[config.mk]
export PLATFORM = sky130hd
export DESIGN_NAME = second_tick_gen_flat
export DESIGN_NICKNAME = d
export VERILOG_FILES = /design/src/rtl/second_tick_if.sv /design/src/rtl/second_tick_gen.sv /design/src/flat_wrapper.sv
export SDC_FILE = /design/constraint.sdc
export NUM_CORES = 1
export LEC_CHECK = 0
export ABC_AREA = 1
export CELL_PAD_IN_SITES_DETAIL_PLACEMENT = 0
export CELL_PAD_IN_SITES_GLOBAL_PLACEMENT = 1
export CORE_UTILIZATION = 41
export DETAILED_ROUTE_END_ITERATION = 8
export GPL_TIMING_DRIVEN = 0
export PLACE_DENSITY_LB_ADDON = 0.1
export SLEW_MARGIN = 20
export SYNTH_ARGS = -nofsm -noshare
export SYNTH_HDL_FRONTEND = slang
export SYNTH_SLANG_ARGS = --single-unit
[constraint.sdc]
create_clock -name clk -period 1.8 [get_ports clk]
set_clock_uncertainty 0.15 [all_clocks]
set_input_delay 0.18 -clock clk [delete_from_list [all_inputs] [get_ports clk]]
set_output_delay 0.18 -clock clk [all_outputs]
set_load 0.1 [all_outputs]
[src/rtl/second_tick_if.sv]
// Timebase bundle: control inputs into the second tick generator and its registered outputs.
// master is the generator side; slave is the consumer side.
interface second_tick_if;
    logic       enable;
    logic       sync_clear;
    logic       one_second_clk;
    logic       tick;
    logic [5:0] seconds;
    logic [5:0] minutes;
    logic       min_wrap;

    modport master (
        input  enable,
        input  sync_clear,
        output one_second_clk,
        output tick,
        output seconds,
        output minutes,
        output min_wrap
    );

    modport slave (
        output enable,
        output sync_clear,
        input  one_second_clk,
        input  tick,
        input  seconds,
        input  minutes,
        input  min_wrap
    );
endinterface

[src/rtl/second_tick_gen.sv]
// Divides clk into a TICK_HZ square wave, with a tick pulse on each rising edge and a
// seconds/minutes wall-time count. All outputs are registered.
module second_tick_gen #(
    parameter int unsigned CLK_HZ  = 27000000,
    parameter int unsigned TICK_HZ = 1
) (
    input logic            clk,
    input logic            rst,
    second_tick_if.master  bus
);
    localparam int unsigned HALF = CLK_HZ / (2 * TICK_HZ);
    localparam int unsigned CW   = (HALF < 2) ? 1 : $clog2(HALF);
    localparam logic [CW-1:0] CntMax = CW'(HALF - 1);

    if (HALF < 2) begin : g_bad_half
        $error("second_tick_gen: CLK_HZ/(2*TICK_HZ) must be at least 2");
    end

    logic [CW-1:0] cnt_q, cnt_d;
    logic          wave_q, wave_d;
    logic          tick_q, tick_d;
    logic [5:0]    sec_q, sec_d;
    logic [5:0]    min_q, min_d;
    logic          wrap_q, wrap_d;

    always_comb begin
        cnt_d  = cnt_q;
        wave_d = wave_q;
        sec_d  = sec_q;
        min_d  = min_q;
        tick_d = 1'b0;
        wrap_d = 1'b0;
        if (bus.sync_clear) begin
            cnt_d  = '0;
            wave_d = 1'b0;
            sec_d  = '0;
            min_d  = '0;
        end else if (bus.enable) begin
            if (cnt_q == CntMax) begin
                cnt_d  = '0;
                wave_d = ~wave_q;
                // Time only advances on the rising edge of the wave.
                if (!wave_q) begin
                    tick_d = 1'b1;
                    if (sec_q == 6'd59) begin
                        sec_d = '0;
                        if (min_q == 6'd59) begin
                            min_d  = '0;
                            wrap_d = 1'b1;
                        end else begin
                            min_d = min_q + 6'd1;
                        end
                    end else begin
                        sec_d = sec_q + 6'd1;
                    end
                end
            end else begin
                cnt_d = cnt_q + 1'b1;
            end
        end
    end

    always_ff @(posedge clk) begin
        if (rst) begin
            cnt_q  <= '0;
            wave_q <= 1'b0;
            tick_q <= 1'b0;
            sec_q  <= '0;
            min_q  <= '0;
            wrap_q <= 1'b0;
        end else begin
            cnt_q  <= cnt_d;
            wave_q <= wave_d;
            tick_q <= tick_d;
            sec_q  <= sec_d;
            min_q  <= min_d;
            wrap_q <= wrap_d;
        end
    end

    assign bus.one_second_clk = wave_q;
    assign bus.tick           = tick_q;
    assign bus.seconds        = sec_q;
    assign bus.minutes        = min_q;
    assign bus.min_wrap       = wrap_q;
endmodule

[src/flat_wrapper.sv]
// flat-port wrapper written by rule: the top's interface ports become plain ports
module second_tick_gen_flat 
#(
    parameter int unsigned CLK_HZ  = 27000000,
    parameter int unsigned TICK_HZ = 1
)
  (clk, rst, bus_enable, bus_sync_clear, bus_one_second_clk, bus_tick, bus_seconds, bus_minutes, bus_min_wrap);
  second_tick_if bus_i ();
  input logic clk;
  input logic rst;
  input wire logic [$bits(bus_i.enable)-1:0] bus_enable;
  input wire logic [$bits(bus_i.sync_clear)-1:0] bus_sync_clear;
  output wire logic [$bits(bus_i.one_second_clk)-1:0] bus_one_second_clk;
  output wire logic [$bits(bus_i.tick)-1:0] bus_tick;
  output wire logic [$bits(bus_i.seconds)-1:0] bus_seconds;
  output wire logic [$bits(bus_i.minutes)-1:0] bus_minutes;
  output wire logic [$bits(bus_i.min_wrap)-1:0] bus_min_wrap;
  assign bus_i.enable = bus_enable;
  assign bus_i.sync_clear = bus_sync_clear;
  assign bus_one_second_clk = bus_i.one_second_clk;
  assign bus_tick = bus_i.tick;
  assign bus_seconds = bus_i.seconds;
  assign bus_minutes = bus_i.minutes;
  assign bus_min_wrap = bus_i.min_wrap;
  second_tick_gen #(.CLK_HZ(CLK_HZ), .TICK_HZ(TICK_HZ)) u_core (.clk(clk), .rst(rst), .bus(bus_i));
endmodule
==> reports/results.tsv <==
metric	value	unit
status	finished, final reports clean	
drt pass-1 iters	4	
Post-Route Setup TNS	0	ns
clk_lat worst skew	0.29	ns
Rel. slew slack	0.3734	
Slew @ Worst Pin	0.9436	ns
Max Freq	0.5674	GHz
vias in the first global route	2019	
Yosys top cell area share	0.3386	
post-synthesis xor/xnor area fraction	0.02659	
final hold slack	0.1493	ns
Overall Global Routing Usage	0.2050	
Crit Path Max Fanout	3	
H-tree lvl count	2	
DRC viols	0	
multi-input logic area	0.001404	mm²
slowest cell on the critical path	clkdlybuf4s15_1	
multiplexer share of the synthesized area	0	
Simple-Gate Fraction of Synth Area	0.4688	
Area Overhead vs Synth	19.26	%
Starting Density	0.4376	
hold_buf cts	0	
Final nets	381	
remaining antenna violation count after routing	0	
data required time at the worst endpoint	1.47	ns
syn nets	355	
pin count of the biggest net entering global routing	12	
Synth area leader	dfxtp_1	
Total Wirelength	5.654	mm
Final Max Slew Viols	0	
initial antenna violation count	0	
Critical Path AT	1.43	ns
kind of critical path	register to output port	
routed len/inst	12.73	µm
grt total ovfl	0	
Num CTS Buffers	5	
fin crit share	0.9792	
sequential fraction of the synthesis area	0.3386	
Ports	19	
site row count	26	
DR iter-0 viols	101	
Cells after Synth	348	
FF+latch count, synth	39	
CP Cell Sequence	clkdlybuf4s15_1	
# clock sinks	39	
vias post-DR	2194	
first-pass GRT wire length	9.535	mm
startpoint types	register	
most common cell after layout, fill and taps aside	nand2_1	
synthesized area per cell	6.626	µm²
Post-Synth Adder-Cell Area	0.01628	
worst hold path type	input pin to register	
CTS tree	built	
post-synthesis compound-gate area fraction	0.06999	
top post-synthesis cells by area	dfxtp_1 34%, nand2_1 12%, nor2_1 11%	
Worst Setup End Kind	output port	
clock root buffer	clkbuf_8	
final setup fails	0	
Core Area	0.005270	mm²
Leak Pwr	0.9392	nW
area of the mapped netlist	0.002306	mm²
Die Area	0.005928	mm²
number of port buffers	17	
Largest stage delay, worst path	0.81	ns
yosys warns	0	
clk slew on worst S/H paths	0.07	ns
Die Span X	77.00	µm
crit-path leading delay family	buffers and inverters	
RSZ-0062 raised after global routing	false	
Power Dens Cells	552.0	mW/mm²
layout cells sized above 1	0.2406	
most frequent cells in the layout	74 x nand2_1, 63 x nor2_1, 35 x inv_1	
fill count	576	
Max-Cap Viols	0	
register area	808.3	µm²
DR vias/cell	4.941	
clock buffer depth	2	
min Tclk post-route	1.763	ns
main combinational cell family by area after synthesis	simple AND/OR/NAND/NOR gates	
routability cong.	0.8013	
post-synth cell types	29	
diode count	0	
die height	77.00	µm
number of buffers and inverters on the critical path	1	
final number of hold-violating endpoints	0	
hpwl dp	4.225	mm
worst vdd ir	0.3264	mV
## metrics by stage
step | std cells | util | setup slack, ns | cell area (µm²) | power [mW]
floorplan | 348 | - | -0.0002058 | 2338 | 0.9153
global placement | 435 | 0.4926 | -0.08871 | 2596 | 0.9338
detailed placement | 435 | 0.4926 | -0.08285 | 2596 | 0.9334
CTS | 442 | 0.5123 | 0.007301 | 2700 | 1.532
global route | 444 | 0.5218 | 0.002398 | 2750 | 1.588
finish | 444 | 0.5218 | 0.03744 | 2750 | 1.518
## what timing repair did
item                       in CTS  in global routing
hold endpoints to repair        0                  0
pin swaps                       0                  1
setup buffers                   0                  1
gates cloned                    0                  1
resized for setup              40                 22
setup endpoints to repair      21                 37
## metal layers
layer	vias up	share of wire	global-route usage
met4	0	0.0069	0.05094
met2	33	0.44	0.3125
met1	985	0.52	0.2912
met3	4	0.035	0.04524
li1	1172	-	-
met5	-	0	0
## sequential cells by signal, indices dropped and copies added (netlist names)
| register | count |
|---|---|
| u_core.bus.min_wrap | 1 |
| u_core.bus.minutes | 6 |
| u_core.cnt_q | 24 |
| u_core.bus.seconds | 6 |
| u_core.bus.tick | 1 |
| u_core.bus.one_second_clk | 1 |
## cells in the mapped netlist
cell type,count
nor3_1,11
buf_4,3
nand4_1,12
nor2_4,6
o21ai_0,7
nand3_1,22
ha_1,3
o21ai_1,4
inv_2,6
nand3_2,1
nand2_2,7
nor2_2,9
or2_1,1
nor2_1,66
clkbuf_1,1
inv_1,36
xnor2_1,1
dfxtp_1,39
nand3b_1,1
xor2_1,6
nor3_2,4
nand2_1,74
or2_2,2
a31oi_1,1
nand4_4,1
nor4_1,1
a21oi_1,20
nor3_4,2
nand2_4,1
## final timing paths
kind | start | to | slack, ns | cells past startpoint
worst max-delay path | u_core.bus.seconds[4] | bus_seconds[4] | 0.04 | 1
worst min-delay path | bus_enable | u_core.cnt_q[1] | 0.15 | 3
worst max register to register | u_core.cnt_q[0] | u_core.cnt_q[9] | 0.14 | 10
worst min register to register | u_core.bus.seconds[5] | u_core.bus.seconds[5] | 0.35 | 2
## where the power goes
group,switching (mW),internal [mW]
Sequential,0.00298,0.861
Combinational,0.0362,0.0161
Clock,0.301,0.301
Total,0.340,1.18
## final cells by class
class                           count  share of cell area
Buffer                              4             0.01092
Clock buffer                        6             0.03003
Clock inverter                      1            0.001820
Inverter                           42             0.05732
Multi-Input combinational cell    264              0.5105
Sequential cell                    39              0.2939
Tap cell                           70             0.03185
Timing Repair Buffer               18             0.06369
## cells by family (layout without fill, tap and decap cells)
| logic type | count (synthesis) | count (layout) |
|---|---|---|
| and+or+nand+nor | 221 | 222 |
| buffers and inverters | 46 | 71 |
| AOI/OAI and AO/OA | 32 | 32 |
| DFF | 39 | 39 |
| xor gates and xnor gates | 7 | 7 |
| adders and majority gates | 3 | 3 |
No activity file was read; power rests on OpenSTA's default activity.
